`config.mk`:
```
export PLATFORM = sky130hd
export DESIGN_NAME = frame_loader
export DESIGN_NICKNAME = d
export VERILOG_FILES = /design/src/rtl/frame_loader.sv
export SDC_FILE = /design/constraint.sdc
export NUM_CORES = 1
export LEC_CHECK = 0
export CAP_MARGIN = 5
export CORE_ASPECT_RATIO = 0.9
export CORE_UTILIZATION = 55
export DETAILED_ROUTE_END_ITERATION = 10
export PLACE_DENSITY = 0.83
export SYNTH_ARGS = -nofsm -noshare
export SYNTH_HDL_FRONTEND = slang
export SYNTH_SLANG_ARGS = --single-unit
```
`constraint.sdc`:
```
create_clock -name clk_i -period 3.3 [get_ports clk_i]
set_input_delay 0.66 -clock clk_i [delete_from_list [all_inputs] [get_ports clk_i]]
set_output_delay 0.66 -clock clk_i [all_outputs]
set_load 0.02 [all_outputs]
```
`src/rtl/frame_loader.sv`:
```
// Frame-buffer writer for the LED matrix scanner: back buffer, committed front
// buffer, and the e_disp/d_disp handshake with a completed-frame counter.
module frame_loader #(
  parameter int unsigned GS = 8,
  parameter int unsigned RW = 3
) (
  input  logic               clk_i,
  input  logic               rst_i,
  input  logic               wr_en_i,
  input  logic [RW-1:0]      wr_row_i,
  input  logic [GS-1:0]      wr_data_i,
  input  logic               clear_i,
  input  logic               commit_i,
  input  logic               d_disp_i,
  output logic [GS*GS-1:0]   matrix_o,
  output logic               e_disp_o,
  output logic               busy_o,
  output logic               pend_o,
  output logic [7:0]         frame_cnt_o
);

  localparam int unsigned CW = 8;
  localparam logic [1:0] S_IDLE    = 2'd0;
  localparam logic [1:0] S_SHOW    = 2'd1;
  localparam logic [1:0] S_RELEASE = 2'd2;

  // Packed rows flatten directly to bit index row*GS + col.
  logic [GS-1:0][GS-1:0] bb_q, bb_d;
  logic [1:0]            state_q, state_d;
  logic [GS*GS-1:0]      matrix_q, matrix_d;
  logic                  e_disp_q, e_disp_d;
  logic                  busy_q, busy_d;
  logic                  pend_q, pend_d;
  logic [CW-1:0]         cnt_q, cnt_d;
  logic                  wr_ok;
  logic                  load;

  // Back-buffer update: clear first, then the row write on top of it.
  always_comb begin
    wr_ok = wr_en_i && ({1'b0, wr_row_i} < (RW+1)'(GS));
    for (int r = 0; r < GS; r++) begin
      bb_d[r] = clear_i ? '0 : bb_q[r];
      if (wr_ok && (wr_row_i == RW'(r))) bb_d[r] = wr_data_i;
    end
  end

  // Next-state and output logic; a load copies the bypassed back buffer.
  always_comb begin
    state_d  = state_q;
    matrix_d = matrix_q;
    e_disp_d = e_disp_q;
    pend_d   = pend_q;
    cnt_d    = cnt_q;
    load     = 1'b0;
    case (state_q)
      S_IDLE: begin
        if (commit_i || pend_q) load = 1'b1;
      end
      S_SHOW: begin
        if (commit_i) pend_d = 1'b1;
        if (d_disp_i) begin
          e_disp_d = 1'b0;
          cnt_d    = cnt_q + CW'(1);
          state_d  = S_RELEASE;
        end
      end
      S_RELEASE: begin
        if (!d_disp_i) begin
          if (pend_q || commit_i) load = 1'b1;
          else                    state_d = S_IDLE;
        end else if (commit_i) begin
          pend_d = 1'b1;
        end
      end
      default: state_d = S_IDLE;
    endcase
    if (load) begin
      state_d  = S_SHOW;
      matrix_d = bb_d;
      e_disp_d = 1'b1;
      pend_d   = 1'b0;
    end
    busy_d = (state_d != S_IDLE);
  end

  always_ff @(posedge clk_i) begin
    if (rst_i) begin
      bb_q     <= '0;
      state_q  <= S_IDLE;
      matrix_q <= '0;
      e_disp_q <= 1'b0;
      busy_q   <= 1'b0;
      pend_q   <= 1'b0;
      cnt_q    <= '0;
    end else begin
      bb_q     <= bb_d;
      state_q  <= state_d;
      matrix_q <= matrix_d;
      e_disp_q <= e_disp_d;
      busy_q   <= busy_d;
      pend_q   <= pend_d;
      cnt_q    <= cnt_d;
    end
  end

  assign matrix_o    = matrix_q;
  assign e_disp_o    = e_disp_q;
  assign busy_o      = busy_q;
  assign pend_o      = pend_q;
  assign frame_cnt_o = cnt_q;

endmodule

```
; ---- After elaboration in Yosys (flattened, before gate mapping)
; Index checks and enable logic that the tools add are counted.
[word_totals]
reg_bits = 141
in_bits = 17
wordCells = 74
[op_classes]
mux = 30
reduce_logical = 19
n_addsub = 1
eq_ne = 10
[ops]
columns = op, count
row1 = $mux W8, 16
row2 = $eq A3 B3 Y1 const B, 4
row3 = $add A8 B1 Y8 const B, 1
row4 = $logic_and A1 B1 Y1, 8
row5 = $mux W2, 4
row6 = $reduce_bool A2 Y1, 4
row7 = $mux W1, 7
row8 = $eq A3 B2 Y1 const B, 2
row9 = $pmux W2 S3, 1
row10 = $reduce_and A2 Y1, 3
row11 = $pmux W1 S2, 2
row12 = $eq A3 B1 Y1 const B, 1
row13 = $logic_not A3 Y1, 1
row14 = $eq A2 B1 Y1 const B, 1
row15 = $eq A2 B2 Y1 const B, 1
row16 = $logic_not A2 Y1, 1
row17 = $ne A2 B2 Y1 const B, 1
row18 = $reduce_or A2 Y1, 1
row19 = $logic_or A1 B1 Y1, 1

; ---- Logic depth before layout (Yosys ltp)
; Gate-level depths: netlist of the first run.
[depth]
ltp_word = 6
ltp_mapped = 6
mapped_depth_nobuf = 4

; ---- Worst setup path after synthesis of the first run
; Ideal clock, no wire load.
[synth_timing]
path_type = input port to flip-flop
startpoint = in wr_en_i
endpoint = reg matrix_q[6], in the netlist matrix_o[6]
cell_stages = 6
required_ns = 3.178
n_path_buf = 3
setup_time_ns = 0.122
path_slack_ns = 1.280
arrival_ns = 1.898
path_cell_list = buf_4 > or4b_1 > buf_2 > buf_6 > and3_4 > o32a_1
[synth_via]
elab_chain_len = 2
[synth_rtl]
columns = element, line
row1 = "start, declared", 9  ; input logic wr_en_i,
row2 = $logic_and A1 B1 Y1, 43  ; if (wr_ok && (wr_row_i == RW'(r))) bb_d[r] = wr_data_i;
row3 = $mux W8, 43
row4 = "end signal, assigned", 98  ; matrix_q <= matrix_d;
row5 = "end, declared", 30  ; logic [GS*GS-1:0] matrix_q, matrix_d;
; No other way between the ends.
; A chain may end at the register's enable or synchronous reset.

==> impl_metrics.py, run 1 <==
metrics = {
    "drt": {
        "wire_per_inst_um": 17.4,
        "detail-route-antenna-nets": 0,
        "vias": 4103,
        "totalWireLength_mm": 12.3,
        "vias_per_cell": 5.81,
        "dr.pass1.iters": 5,
        "drc": 0,
        "detail_route.iter0.violations": 261,
    },
    "clock_tree": {
        "htreeDepth": 4,
        "cts.reportedPaths.clkPinSlew_ps": 60,
        "cts_hold_buf": 0,
        "cts_max_path_buffers": 2,
        "clock_sink_count": 141,
        "tritoncts": "done",
        "cts-resized-gates": 0,
        "cts.root.buffer_cell": "sky130_fd_sc_hd__clkbuf_8",
        "clock_latency_ps": 510,
        "cts_buffers": 17,
        "cts.repair_timing.setup_buffer_count": 0,
    },
    "grt": {
        "grt_start_max_net_pins": 65,
        "antenna_found_initial": 0,
        "grt_first_pass_wirelength_mm": 19.9,
        "first_global_vias": 3933,
        "overflow": 0,
        "global_route_total_usage_across_every_layer": 0.264,
    },
    "sta": {
        "unrepaired_setup_endpoints_after_global_routing": "false",
        "worst_slew_pin_slew_ps": 1200,
        "timing.final.setup_violations": 0,
        "final-hold-violation-count": 0,
        "holdWs_ps": 460,
        "final_slew_viol_count": 0,
        "maxClockFrequency_ghz": 0.445,
        "layout_min_cycle_time_ps": 2250,
        "totalNegativeSetupSlack_ps": 0,
        "finalClockSkew_ps": 10.2,
        "max_slew_margin": 0.198,
        "finalCritPeriodShare": 0.680,
    },
    "worst_setup_path": {
        "timing.rr.end": "matrix_o[17]",
        "rr_worst_depth": 4,
        "r2r_slack_ps": 1510,
        "slowest_delay_ps": 950,
        "worst_setup_path_endpoint": "matrix_o[39]",
        "cp.buffers_inverters": 1,
        "path_depth": 4,
        "timing.critical_path.slowest_stage_cell": "sky130_fd_sc_hd__nor2_4",
        "timing.critical_path.fanout_max": 64,
        "timing.critical_path.from_type": "primary input",
        "critPathTopFamily": "simple AND/OR/NAND/NOR gates",
        "critical_path_capture_point_type": "flop",
        "critPathLaunch": "rst_i",
        "required_ps": 3750,
        "path_class": "in -> reg",
        "worst-endpoint-arrival_ps": 2700,
        "crit-reg2reg-launch": "state_q[1]",
        "crit_path_cell_trace": "clkdlybuf4s50_1 > nor2_4 > and3_1 > o32a_1",
    },
    "power": {
        "irDropWorstVdd_mv": 0.527,
        "p_leak_nw": 2.89,
        "cellPowerDensity_mw_per_mm2": 640,
        "fin_total_pwr_w": 0.00425,
    },
    "synthesis": {
        "synth_area_per_cell_um2": 10.2,
        "syn_inst": 501,
        "synth-seq-area-share": 0.553,
        "yosys_top_cell_area_share": 0.553,
        "yosys_warnings": 0,
        "synth_largest_area_cell": "sky130_fd_sc_hd__dfxtp_1",
        "synth_ff_type": "sky130_fd_sc_hd__dfxtp_1",
        "async_reset_ff_frac": 0,
        "syn-cell-area_mm2": 0.00510,
        "synth_fp_nets": 519,
        "ys_types": 32,
        "ys_ff_latch": 141,
        "count_of_flip_flops_with_a_built_in_enable_after_synthesis": 0,
        "post_synth_main_area_contributors": "sky130_fd_sc_hd__dfxtp_1 55%, sky130_fd_sc_hd__o32a_1 13%, sky130_fd_sc_hd__or2_2 7.8%",
    },
    "layout": {
        "layout_common_cells": "141 x sky130_fd_sc_hd__dfxtp_1, 91 x sky130_fd_sc_hd__clkdlybuf4s50_1, 67 x sky130_fd_sc_hd__nor2_1",
        "layout-drive-gt1-share": 0.174,
        "n_antenna_cell": 0,
        "area_growth_syn_to_layout_pct": 30.2,
        "layout.nets": 592,
        "most_common_cell_after_layout_fill_and_taps_aside": "sky130_fd_sc_hd__dfxtp_1",
    },
    "floorplanning": {
        "die_height_um": 93.4,
        "design.die.area_mm2": 0.00967,
        "fp.coreArea_mm2": 0.00877,
        "fp-row-count": 32,
        "floorplan.initialDensity": 0.582,
        "die-width_um": 104,
        "ioPinCount": 92,
    },
    "hold_path": {
        "min-delay-path-class": "reg -> reg",
    },
    "place": {
        "io_buffer_count": 91,
        "finalWeightedCongestion": 0.743,
        "dp.final_hpwl_mm": 7.35,
    },
    "flow_run": {
        "max-cap-violations": 0,
    },
    "run_status": {
        "outcome": "finished, final reports clean",
    },
}
[logic make-up after synthesis]
kind of cell    count (synthesis)  synth area share
xor+xnor                        3           0.00515
flops                         141             0.553
mux                             1           0.00196
fa+ha+maj                       1           0.00245
simple gates                  235             0.261
compound gates                 80             0.143
buf+inv                        40            0.0338
[registers in the layout, indices dropped and copies added (netlist names)]
name	cells
bb_q	64
matrix_o	64
state_q	2
pend_o	1
busy_o	1
frame_cnt_o	8
e_disp_o	1
[worst min-delay path by stage]
stage / start / end / slack, ps / cells past startpoint
finish: e_disp_o / e_disp_o / 460 / 2
global route: matrix_o[13] / matrix_o[13] / 490 / 1
CTS: e_disp_o / e_disp_o / 460 / 2
detailed placement: e_disp_o / e_disp_o / 450 / 2
global placement: e_disp_o / e_disp_o / 450 / 2
floorplan: e_disp_o / e_disp_o / 530 / 2
[cells in the mapped netlist, types with 3 or more instances]
| master | number |
|---|---|
| sky130_fd_sc_hd__or2_2 | 64 |
| sky130_fd_sc_hd__dfxtp_1 | 141 |
| sky130_fd_sc_hd__nand4bb_1 | 3 |
| sky130_fd_sc_hd__nor2_1 | 68 |
| sky130_fd_sc_hd__buf_1 | 4 |
| sky130_fd_sc_hd__nand4b_1 | 5 |
| sky130_fd_sc_hd__buf_2 | 9 |
| sky130_fd_sc_hd__and3_1 | 62 |
| sky130_fd_sc_hd__o32a_1 | 64 |
| sky130_fd_sc_hd__nand2_1 | 7 |
| sky130_fd_sc_hd__clkbuf_1 | 25 |
| sky130_fd_sc_hd__o31ai_1 | 3 |
| sky130_fd_sc_hd__nand2b_1 | 9 |
| sky130_fd_sc_hd__or4_1 | 3 |
| sky130_fd_sc_hd__a21oi_1 | 10 |
[cell type report]
cell class,count,area (um2)
repair buffers,94,946
well taps,119,149
multi-input cells,320,2130
clock buffers,20,435
flip-flops and latches,141,2820
clock inverters,12,161
fillers,594,2130
[report_power, final]
group          switching (W)  total (W)  internal (W)
clock               0.000722    0.00190       0.00118
sequential         0.0000543    0.00185       0.00180
combinational       0.000260   0.000501      0.000241
[through the flow]
stage,cell area (um2),setup WS [ps],utilization,std cells
2_1_floorplan,5100,1280,-,501
3_3_place_gp,6050,638,0.689,674
3_5_place_dp,6050,564,0.689,674
4_1_cts,6640,1050,0.758,706
5_1_grt,6640,932,0.758,706
6_report,6640,1050,0.758,706
[tightest hold or removal path: cells and delay by family (launching register included)]
kind               cells  cell delay (ps)
AOI/OAI and AO/OA      1               50
and+or+nand+nor        1               50
DFF                    1              310
[per-layer routing]
layer / vias up / GRT usage / routed length, um
met5: - / 0 / 0
li1: 1955 / - / -
met1: 2016 / 0.324 / 5300
met3: 8 / 0.0669 / 637
met2: 124 / 0.455 / 6270
met4: 0 / 0.0894 / 92
(Power assumes the default switching activity.)
==> run 2, diff against run 1 <==
- CORE_UTILIZATION: 55 -> 47
- PLACE_DENSITY: 0.83 -> 0.76
- clock period: 3.3 -> 1.85 ns (I/O delays scaled with it)
==> impl_metrics.py, run 2 (synthesis gave the netlist of run 1 again) <==
metrics = {
    "power": {
        "irDropWorstVdd_mv": 0.988,
        "cellPowerDensity_mw_per_mm2": 1090,
        "p_leak_nw": 3.15,
    },
    "grt": {
        "global_route_total_usage_across_every_layer": 0.246,
        "grt_start_max_net_pins": 34,
        "first_global_vias": 4317,
        "busiest_layer": "met2",
        "groute.layer.met2.usage": 0.429,
        "antenna_found_initial": 0,
        "grt_first_pass_wirelength_mm": 21.3,
        "globalRouteMet1Util": 0.291,
        "gr-usage-met3": 0.0601,
        "overflow": 0,
    },
    "layout": {
        "most_common_cell_after_layout_fill_and_taps_aside": "sky130_fd_sc_hd__dfxtp_1",
        "layout-drive-gt1-share": 0.216,
        "layout_common_cells": "141 x sky130_fd_sc_hd__dfxtp_1, 86 x sky130_fd_sc_hd__clkdlybuf4s50_1, 67 x sky130_fd_sc_hd__nor2_1",
        "n_fill_cell": 778,
        "n_antenna_cell": 0,
        "register_area_mm2": 0.00282,
        "fin_cells": 749,
        "area_growth_syn_to_layout_pct": 38.3,
        "multi_input_gate_area_in_the_final_layout_mm2": 0.00214,
        "layout.nets": 625,
    },
    "sta": {
        "final_slew_viol_count": 0,
        "finalCritPeriodShare": 0.969,
        "totalNegativeSetupSlack_ps": 0,
        "max_slew_margin": 0.524,
        "finalClockSkew_ps": 4.24,
        "holdWs_ps": 469,
        "timing.final.setup_violations": 0,
        "worst_slew_pin_slew_ps": 712,
        "final-hold-violation-count": 0,
        "worst_setup_slack_after_layout_ps": 58.0,
        "unrepaired_setup_endpoints_after_global_routing": "false",
        "maxClockFrequency_ghz": 0.558,
        "layout_min_cycle_time_ps": 1790,
    },
    "hold_path": {
        "min-delay-path-class": "reg -> reg",
    },
    "place": {
        "dp.final_hpwl_mm": 8.09,
        "io_buffer_count": 91,
        "dpl.cell_count": 716,
        "detailedPlace.worstSlack_ps": -516,
        "finalWeightedCongestion": 0.769,
    },
    "worst_setup_path": {
        "worst_setup_path_endpoint": "frame_cnt_o[2]",
        "timing.critical_path.slowest_stage_cell": "sky130_fd_sc_hd__clkdlybuf4s50_1",
        "slowest_delay_ps": 630,
        "crit_path_cell_trace": "clkdlybuf4s50_1",
        "timing.critical_path.fanout_max": 3,
        "crit-reg2reg-launch": "state_q[0]",
        "worst-endpoint-arrival_ps": 1420,
        "timing.rr.end": "frame_cnt_o[5]",
        "timing.critical_path.from_type": "flop",
        "r2r_slack_ps": 270,
        "critical_path_capture_point_type": "primary output",
        "rr_worst_depth": 3,
        "required_ps": 1480,
        "critPathTopFamily": "buffers and inverters",
        "path_depth": 1,
        "cp.buffers_inverters": 1,
        "path_class": "reg -> out",
        "critPathLaunch": "frame_cnt_o[2]",
    },
    "floorplanning": {
        "die_height_um": 101,
        "design.die.area_mm2": 0.0113,
        "die-width_um": 112,
        "floorplan.initialDensity": 0.492,
        "ioPinCount": 92,
        "fp-row-count": 35,
        "fp.coreArea_mm2": 0.0104,
    },
    "clock_tree": {
        "clock_sink_count": 141,
        "cts_buffers": 17,
        "cts.root.buffer_cell": "sky130_fd_sc_hd__clkbuf_16",
        "tritoncts": "done",
        "htreeDepth": 4,
        "cts.reportedPaths.clkPinSlew_ps": 60,
        "cts.repair_timing.setup_buffer_count": 0,
        "cts_max_path_buffers": 2,
        "clock_latency_ps": 410,
    },
    "drt": {
        "wire_per_inst_um": 17.7,
        "dr.pass1.iters": 7,
        "detail_route.iter0.violations": 328,
        "detail-route-antenna-nets": 0,
        "vias": 4246,
        "drc": 5,
        "totalWireLength_mm": 13.2,
        "vias_per_cell": 5.67,
    },
    "flow_run": {
        "max-cap-violations": 0,
    },
    "run_status": {
        "violations": "DRC",
        "outcome": "finished, violations left",
    },
}
[run 2: worst min-delay path by stage]
stage	startpoint	endpoint	slack, ps	cells past startpoint
6_report	matrix_o[62]	matrix_o[62]	470	1
5_1_grt	matrix_o[1]	matrix_o[1]	490	1
4_1_cts	e_disp_o	e_disp_o	470	2
3_5_place_dp	matrix_o[62]	matrix_o[62]	460	1
3_3_place_gp	matrix_o[2]	matrix_o[2]	450	1
2_1_floorplan	d_disp_i	state_q[1]	530	1
[run 2: timing repair]
item | 4_1_cts | 5_1_grt
endpoints found under the setup margin | 78 | 3
hold endpoints to repair | 0 | 0
gates resized for setup | 3 | 3
hold buffers | 0 | 0
cloned | 1 | 0
[run 2: cell type report]
type                            count  area share
Clock buffer                       21      0.0638
Tap cell                          129      0.0229
Clock inverter                     11      0.0202
Timing Repair Buffer              126       0.190
Multi-Input combinational cell    321       0.303
Sequential cell                   141       0.400
[run 2: where the power goes]
| group | switching [W] | internal, W | leakage (nW) |
|---|---|---|---|
| registers | 0.000101 | 0.00320 | 1.15 |
| clock network | 0.00126 | 0.00215 | 0.275 |
| logic | 0.000488 | 0.000504 | 1.73 |
| total | 0.00185 | 0.00585 | 3.15 |
[run 2: metrics by stage]
stage               instance area, um2   util  total power, W
floorplan                         5100      -         0.00384
global placement                  6450  0.621         0.00434
detailed placement                6450  0.621         0.00435
CTS                               7050  0.679         0.00774
global route                      7060  0.680         0.00795
finish                            7060  0.680         0.00770
[run 2: layer usage]
metal,up-vias,wire length (um)
met5,-,0
met4,0,250
met3,24,478
met2,98,6730
met1,2108,5770
li1,2016,-
==> patch 1 (settings of run 1) <==
Reset style: asynchronous (`rst_i`), changed in one clocked block.
--- a/src/rtl/frame_loader.sv
+++ b/src/rtl/frame_loader.sv
@@ -83,7 +83,7 @@
     busy_d = (state_d != S_IDLE);
   end
 
-  always_ff @(posedge clk_i) begin
+  always_ff @(posedge clk_i or posedge rst_i) begin
     if (rst_i) begin
       bb_q     <= '0;
       state_q  <= S_IDLE;
Check against the original RTL: differs if rst_i is asserted again (counterexample within 4 cycles, from zero or initial values and one cycle with rst_i high); with rst_i held inactive, the same outputs for 10 cycles.
==> patch 1 against run 1 <==
  * The flow now finishes with violations (DRC)
  * Cell count shrank 5.7%
  * Sequential share of layout area grew 4.3 points
  * Worst setup slack gained 0.070 ns
  * Synthesized area grew 17%
  * Wire length shrank 2.7%
  * Sequential cell count is the same
  * Final area grew 13%
  * Via count shrank 14%
  * Critical endpoint is now matrix_o[26]
  * Largest cell class unchanged
  * Highest routed layer unchanged
Power is not compared: it rests on default switching activity, and its combinational part moved more than twofold at a synthesized area within 25%.
==> patch 1: results (changes against run 1) <==
{| class="wikitable"
! Metric !! Value
|-
| Crit-path max FO || 8 (-88%)
|-
| List of most frequent post-synthesis cells || dfrtp_1 (141), nand2b_1 (66), mux2i_1 (64), mux2_2 (56), inv_1 (27)
|-
| Leakage power || approximately 3.7 nW
|-
| Syn Nets || 453 (-13%)
|-
| Violations in the final reports || DRC
|-
| Number of design rule violations left after detail routing || 6 (+6)
|-
| Run status || finished, violations left
|-
| Biggest area contributors in the synthesized netlist || dfrtp_1 (59%), mux2i_1 (11%), mux2_2 (11%)
|-
| Fraction of the yosys area taken by sequential cells || 59.3% (+3.9 points)
|-
| Count of buffers added by post-CTS timing repair for setup || 0 (unchanged)
|-
| Avg WL per Cell || 18.0 um (+3.2%)
|-
| CTS buffer count || 17 (unchanged)
|-
| Skew final || 0.00706 ns (-0.00309 ns)
|-
| Cell with the biggest individual delay on the critical path || nand4b_1
|-
| Maximum buffer depth of the clock tree || 2 (unchanged)
|-
| RR Startpoint || state_q[0]
|-
| Endpoint arrival time on the critical path || 2.46 ns (-0.24 ns)
|-
| Post-Place Cell Area || 6940 um2 (+15%)
|-
| DR WL met2 || 5970 um (-4.8%)
|-
| Launch point of the worst hold path || frame_cnt_o[7]
|-
| Post-Route M1 WL || 5440 um (+2.5%)
|-
| Pin count of the biggest net entering global routing || 142 (+120%)
|-
| Actual transition at the worst max-transition pin || 0.787 ns (-0.413 ns)
|-
| Launching element of the worst setup path || wr_row_i[2]
|-
| Ys async rst share || 100% (+100 points)
|-
| Vias per cell || 5.32 (-8.5%)
|-
| Number of buffers inserted by port buffering || 91 (unchanged)
|-
| Detailed-router iteration count before antenna repair || 7 (+2)
|-
| Delay-heaviest family, CP || simple AND/OR/NAND/NOR gates
|-
| Number of library cell types mapped by synthesis || 32 (unchanged)
|-
| Highest cell delay on the worst timing path || 0.66 ns (-0.29 ns)
|-
| Count of routing violations after the opening detailed-route iteration || 173 (-34%)
|-
| Syn. warnings || 0 (unchanged)
|-
| Global-route wire length before repair || 19500 um (-2.0%)
|-
| Clock latency on the worst-skew pair || 0.41 ns (-0.10 ns)
|-
| Fraction of final layout cells sized beyond drive strength 1 || 19.0% (+1.6 points)
|-
| CTS clock-pin slew for the worst setup and hold paths || approximately 0.050 ns
|-
| Max rail drop VDD || 603 uV
|-
| CTS root buffer || clkbuf_16
|-
| Global routing usage summed across all routing layers || 23.2% (-3.2 points)
|-
| Vias in the first global route || 3717 (-5.5%)
|-
| Initial antenna violation count || 0 (unchanged)
|-
| H-tree lvl count || 4 (unchanged)
|-
| Half-perimeter wire length after detailed placement || 7360 um (+0.13%)
|-
| Placer's final routability congestion estimate || 0.761 (+2.4%)
|-
| Final layout net count || 546 (-7.8%)
|-
| Detail Route met3 WL || 404 um (-37%)
|-
| Highest Signal Layer || met4
|}
patch 1: cells by family after synthesis:
group	Yosys count	synth area share [%]
mux	129	23.6
buf+inv	48	4.24
flops	141	59.3
xor+xnor	7	1.03
simple gates	93	9.94
fa+ha+maj	5	1.05
compound gates	8	0.925
patch 1: final cells by class:
| cell class | instances | area [um2] |
|---|---|---|
| clock buffers | 21 | 460 |
| multi-input cells | 242 | 2170 |
| flip-flops and latches | 141 | 3530 |
| repair buffers | 95 | 966 |
| inverters | 27 | 105 |
| clock inverters | 11 | 141 |
| fillers | 707 | 2840 |
| well taps | 129 | 161 |
patch 1: path summary, 6_finish.rpt:
check                                      end  slack (ns)  cells after the start
max in group asynchronous             bb_q[39]        1.91                      3
worst min-delay path            frame_cnt_o[7]        0.48                      1
worst max-delay path              matrix_o[26]        1.13                      4
worst min register to register  frame_cnt_o[7]        0.48                      1
min in group asynchronous       frame_cnt_o[6]        0.76                      3
worst max register to register    matrix_o[20]        1.24                      6
patch 1: through the flow:
stage / hold slack, ns / power (W) / worst slack [ns] / instances
final: 0.479 / 0.00571 / 1.13 / 666
after CTS: 0.486 / 0.00575 / 1.15 / 666
after detailed placement: 0.476 / 0.00382 / 0.737 / 634
after floorplan: 0.510 / 0.00319 / 0.877 / 431
after global placement: 0.454 / 0.00378 / 0.781 / 634
after global routing: 0.497 / 0.00595 / 1.04 / 666
patch 1: worst reg2reg max path, stage by stage (launching register included):
cell and delay [ns]:
dfrtp_1 0.41, inv_1 0.11, ha_1 0.18, nor2b_1 0.25, o22a_2 0.21, buf_12 0.31, mux2_2 0.46
patch 1: power breakdown:
group / switching [W] / internal (W) / total (W)
registers: 0.000177 / 0.00200 / 0.00218
logic: 0.000815 / 0.000797 / 0.00161
clock network: 0.000696 / 0.00122 / 0.00192
total: 0.00169 / 0.00402 / 0.00571
patch 1: layer usage:
metal | vias to the layer above | GRT usage, %
met4 | 0 | 8.73
met1 | 1804 | 30.0
met2 | 83 | 38.4
met3 | 13 | 5.59
li1 | 1642 | -
met5 | - | 0
==> patch 2 (config.mk and constraints of run 1) <==
Without the edit above. `RW`: 3 -> 2.
--- a/src/rtl/frame_loader.sv
+++ b/src/rtl/frame_loader.sv
@@ -2,7 +2,7 @@
 // buffer, and the e_disp/d_disp handshake with a completed-frame counter.
 module frame_loader #(
   parameter int unsigned GS = 8,
-  parameter int unsigned RW = 3
+  parameter int unsigned RW = 2
 ) (
   input  logic               clk_i,
   input  logic               rst_i,
Interface: changed (resized wr_row_i); port bits go from 92 to 91. No check against the original RTL was run, so the function may have changed too.
==> patch 2 against run 1 <==
  * Wire length fell by 11%
  * Sequential share of layout area rose by 2.2 points
  * Critical endpoint is now matrix_o[55]
  * Worst setup slack improved by 0.0060 ns
  * Largest cell class unchanged
  * Synthesized area fell by 2.9%
  * Final area fell by 4.8%
  * Sequential cell count did not move
Power is not compared: it rests on default switching activity, and its combinational part moved more than twofold at a synthesized area within 25%.
==> patch 2: results (changes against run 1) <==
{| class="wikitable"
! Metric !! Value
|-
| Non-filler instance count after layout || 680 (-3.7%)
|-
| Avg WL per Cell || 16.1 um (-7.7%)
|-
| Adder and majority gate portion of the synthesized area || 0.252% (+0.0073 points)
|-
| Worst slew margin relative to its limit || 28.0% (+8.2 points)
|-
| List of most frequent post-synthesis cells || dfxtp_1 (141), a21oi_1 (73), o21ai_0 (67), nand4b_1 (65), and2_1 (64)
|-
| Syn Nets || 514 (-0.96%)
|-
| Cell count after synthesis || 497 (-0.80%)
|-
| Initial antenna violation count || 0 (unchanged)
|-
| Mux share of post-synthesis cell area || 0.202% (+0.0058 points)
|-
| Fraction of final layout cells sized beyond drive strength 1 || 8.02% (-9.4 points)
|-
| Cell with the biggest individual delay on the critical path || or2_2
|-
| Biggest area contributors in the synthesized netlist || dfxtp_1 (57%), nand4b_1 (11%), and2_1 (8.1%)
|-
| Count of buffers added by post-CTS timing repair for setup || 0 (unchanged)
|-
| Number of buffers inserted by port buffering || 79 (-13%)
|-
| Delay-heaviest family, CP || buffers and inverters
|-
| Endpoint arrival time on the critical path || 2.67 ns (-0.03 ns)
|-
| Run status || finished clean
|-
| Detailed-router iteration count before antenna repair || 4 (-1)
|-
| Count of routing violations after the opening detailed-route iteration || 178 (-32%)
|-
| Skew final || 0.00899 ns (-0.00116 ns)
|-
| Synthesized-area fraction occupied by ao, oa, aoi and oai cells || 14.7% (+0.43 points)
|-
| Crit-path max FO || 43 (-33%)
|-
| Number of filler instances in the final layout || 651 (+9.6%)
|-
| Half-perimeter wire length after detailed placement || 5820 um (-21%)
|-
| Highest cell delay on the worst timing path || 0.70 ns (-0.25 ns)
|-
| Post-placement worst setup slack || 0.585 ns (+0.0210 ns)
|-
| Pin count of the biggest net entering global routing || 78 (+20%)
|-
| Number of library cell types mapped by synthesis || 28 (-13%)
|-
| Count of placed standard cells including taps || 650 (-3.6%)
|-
| Global-route wire length before repair || 18000 um (-9.4%)
|-
| Internal power component || 0.00291 W
|-
| Post-Synth XOR/XNOR Area || 0.530% (+0.015 points)
|-
| Placer's final routability congestion estimate || 0.808 (+8.8%)
|-
| Final layout net count || 567 (-4.2%)
|}
==> patch 2: final timing paths <==
check | slack [ns] | to | startpoint | cells past startpoint
max reg2reg | 1.35 | matrix_o[55] | pend_o | 4
min reg2reg | 0.46 | bb_q[50] | bb_q[50] | 1
max | 1.06 | matrix_o[55] | commit_i | 5
min | 0.46 | bb_q[50] | bb_q[50] | 1
==> patch 2: power by group through the flow <==
stage	combinational (W)	clock, W	sequential (W)
2_1_floorplan	0.000128	0	0.00175
3_3_place_gp	0.000170	0	0.00175
3_5_place_dp	0.000173	0	0.00175
4_1_cts	0.000174	0.00187	0.00172
5_1_grt	0.000188	0.00194	0.00172
6_report	0.000176	0.00185	0.00172
==> patch 2: area by class of cell <==
type	count	share of cell area [%]
repair buffers	86	13.4
flip-flops and latches	141	44.6
clock buffers	18	6.77
well taps	119	2.36
clock inverters	12	2.34
multi-input cells	304	30.5
==> patch 2: kinds of logic after synthesis <==
kind of cell | count (synthesis)
flops | 141
buf+inv | 52
simple gates | 155
mux | 1
compound gates | 144
fa+ha+maj | 1
xor+xnor | 3
==> patch 2: per-layer routing <==
metal	share of wire, %	wire length [um]	GRT usage (%)
met1	45	4920	32.5
met2	50	5440	38.5
met3	3.9	422	6.86
met4	1.4	158	8.69
met5	0	0	0
==> patch 2: worst reg2reg max path, delay by kind of cell (launching register included) <==
kind                   cells  cell delay (ns)
AOI/OAI and AO/OA          1             0.19
buffers and inverters      1             0.43
and+or+nand+nor            2             0.84
DFF                        1             0.41
==> patch 2: through the flow <==
step                      instance area [um2]  util (%)  hold slack (ns)  power (W)
after floorplan                          4960         -            0.430    0.00188
after global placement                   5750      66.4            0.442    0.00192
after detailed placement                 5750      66.4            0.444    0.00193
after CTS                                6320      73.1            0.462    0.00376
after global routing                     6320      73.1            0.467    0.00385
final                                    6320      73.1            0.462    0.00375
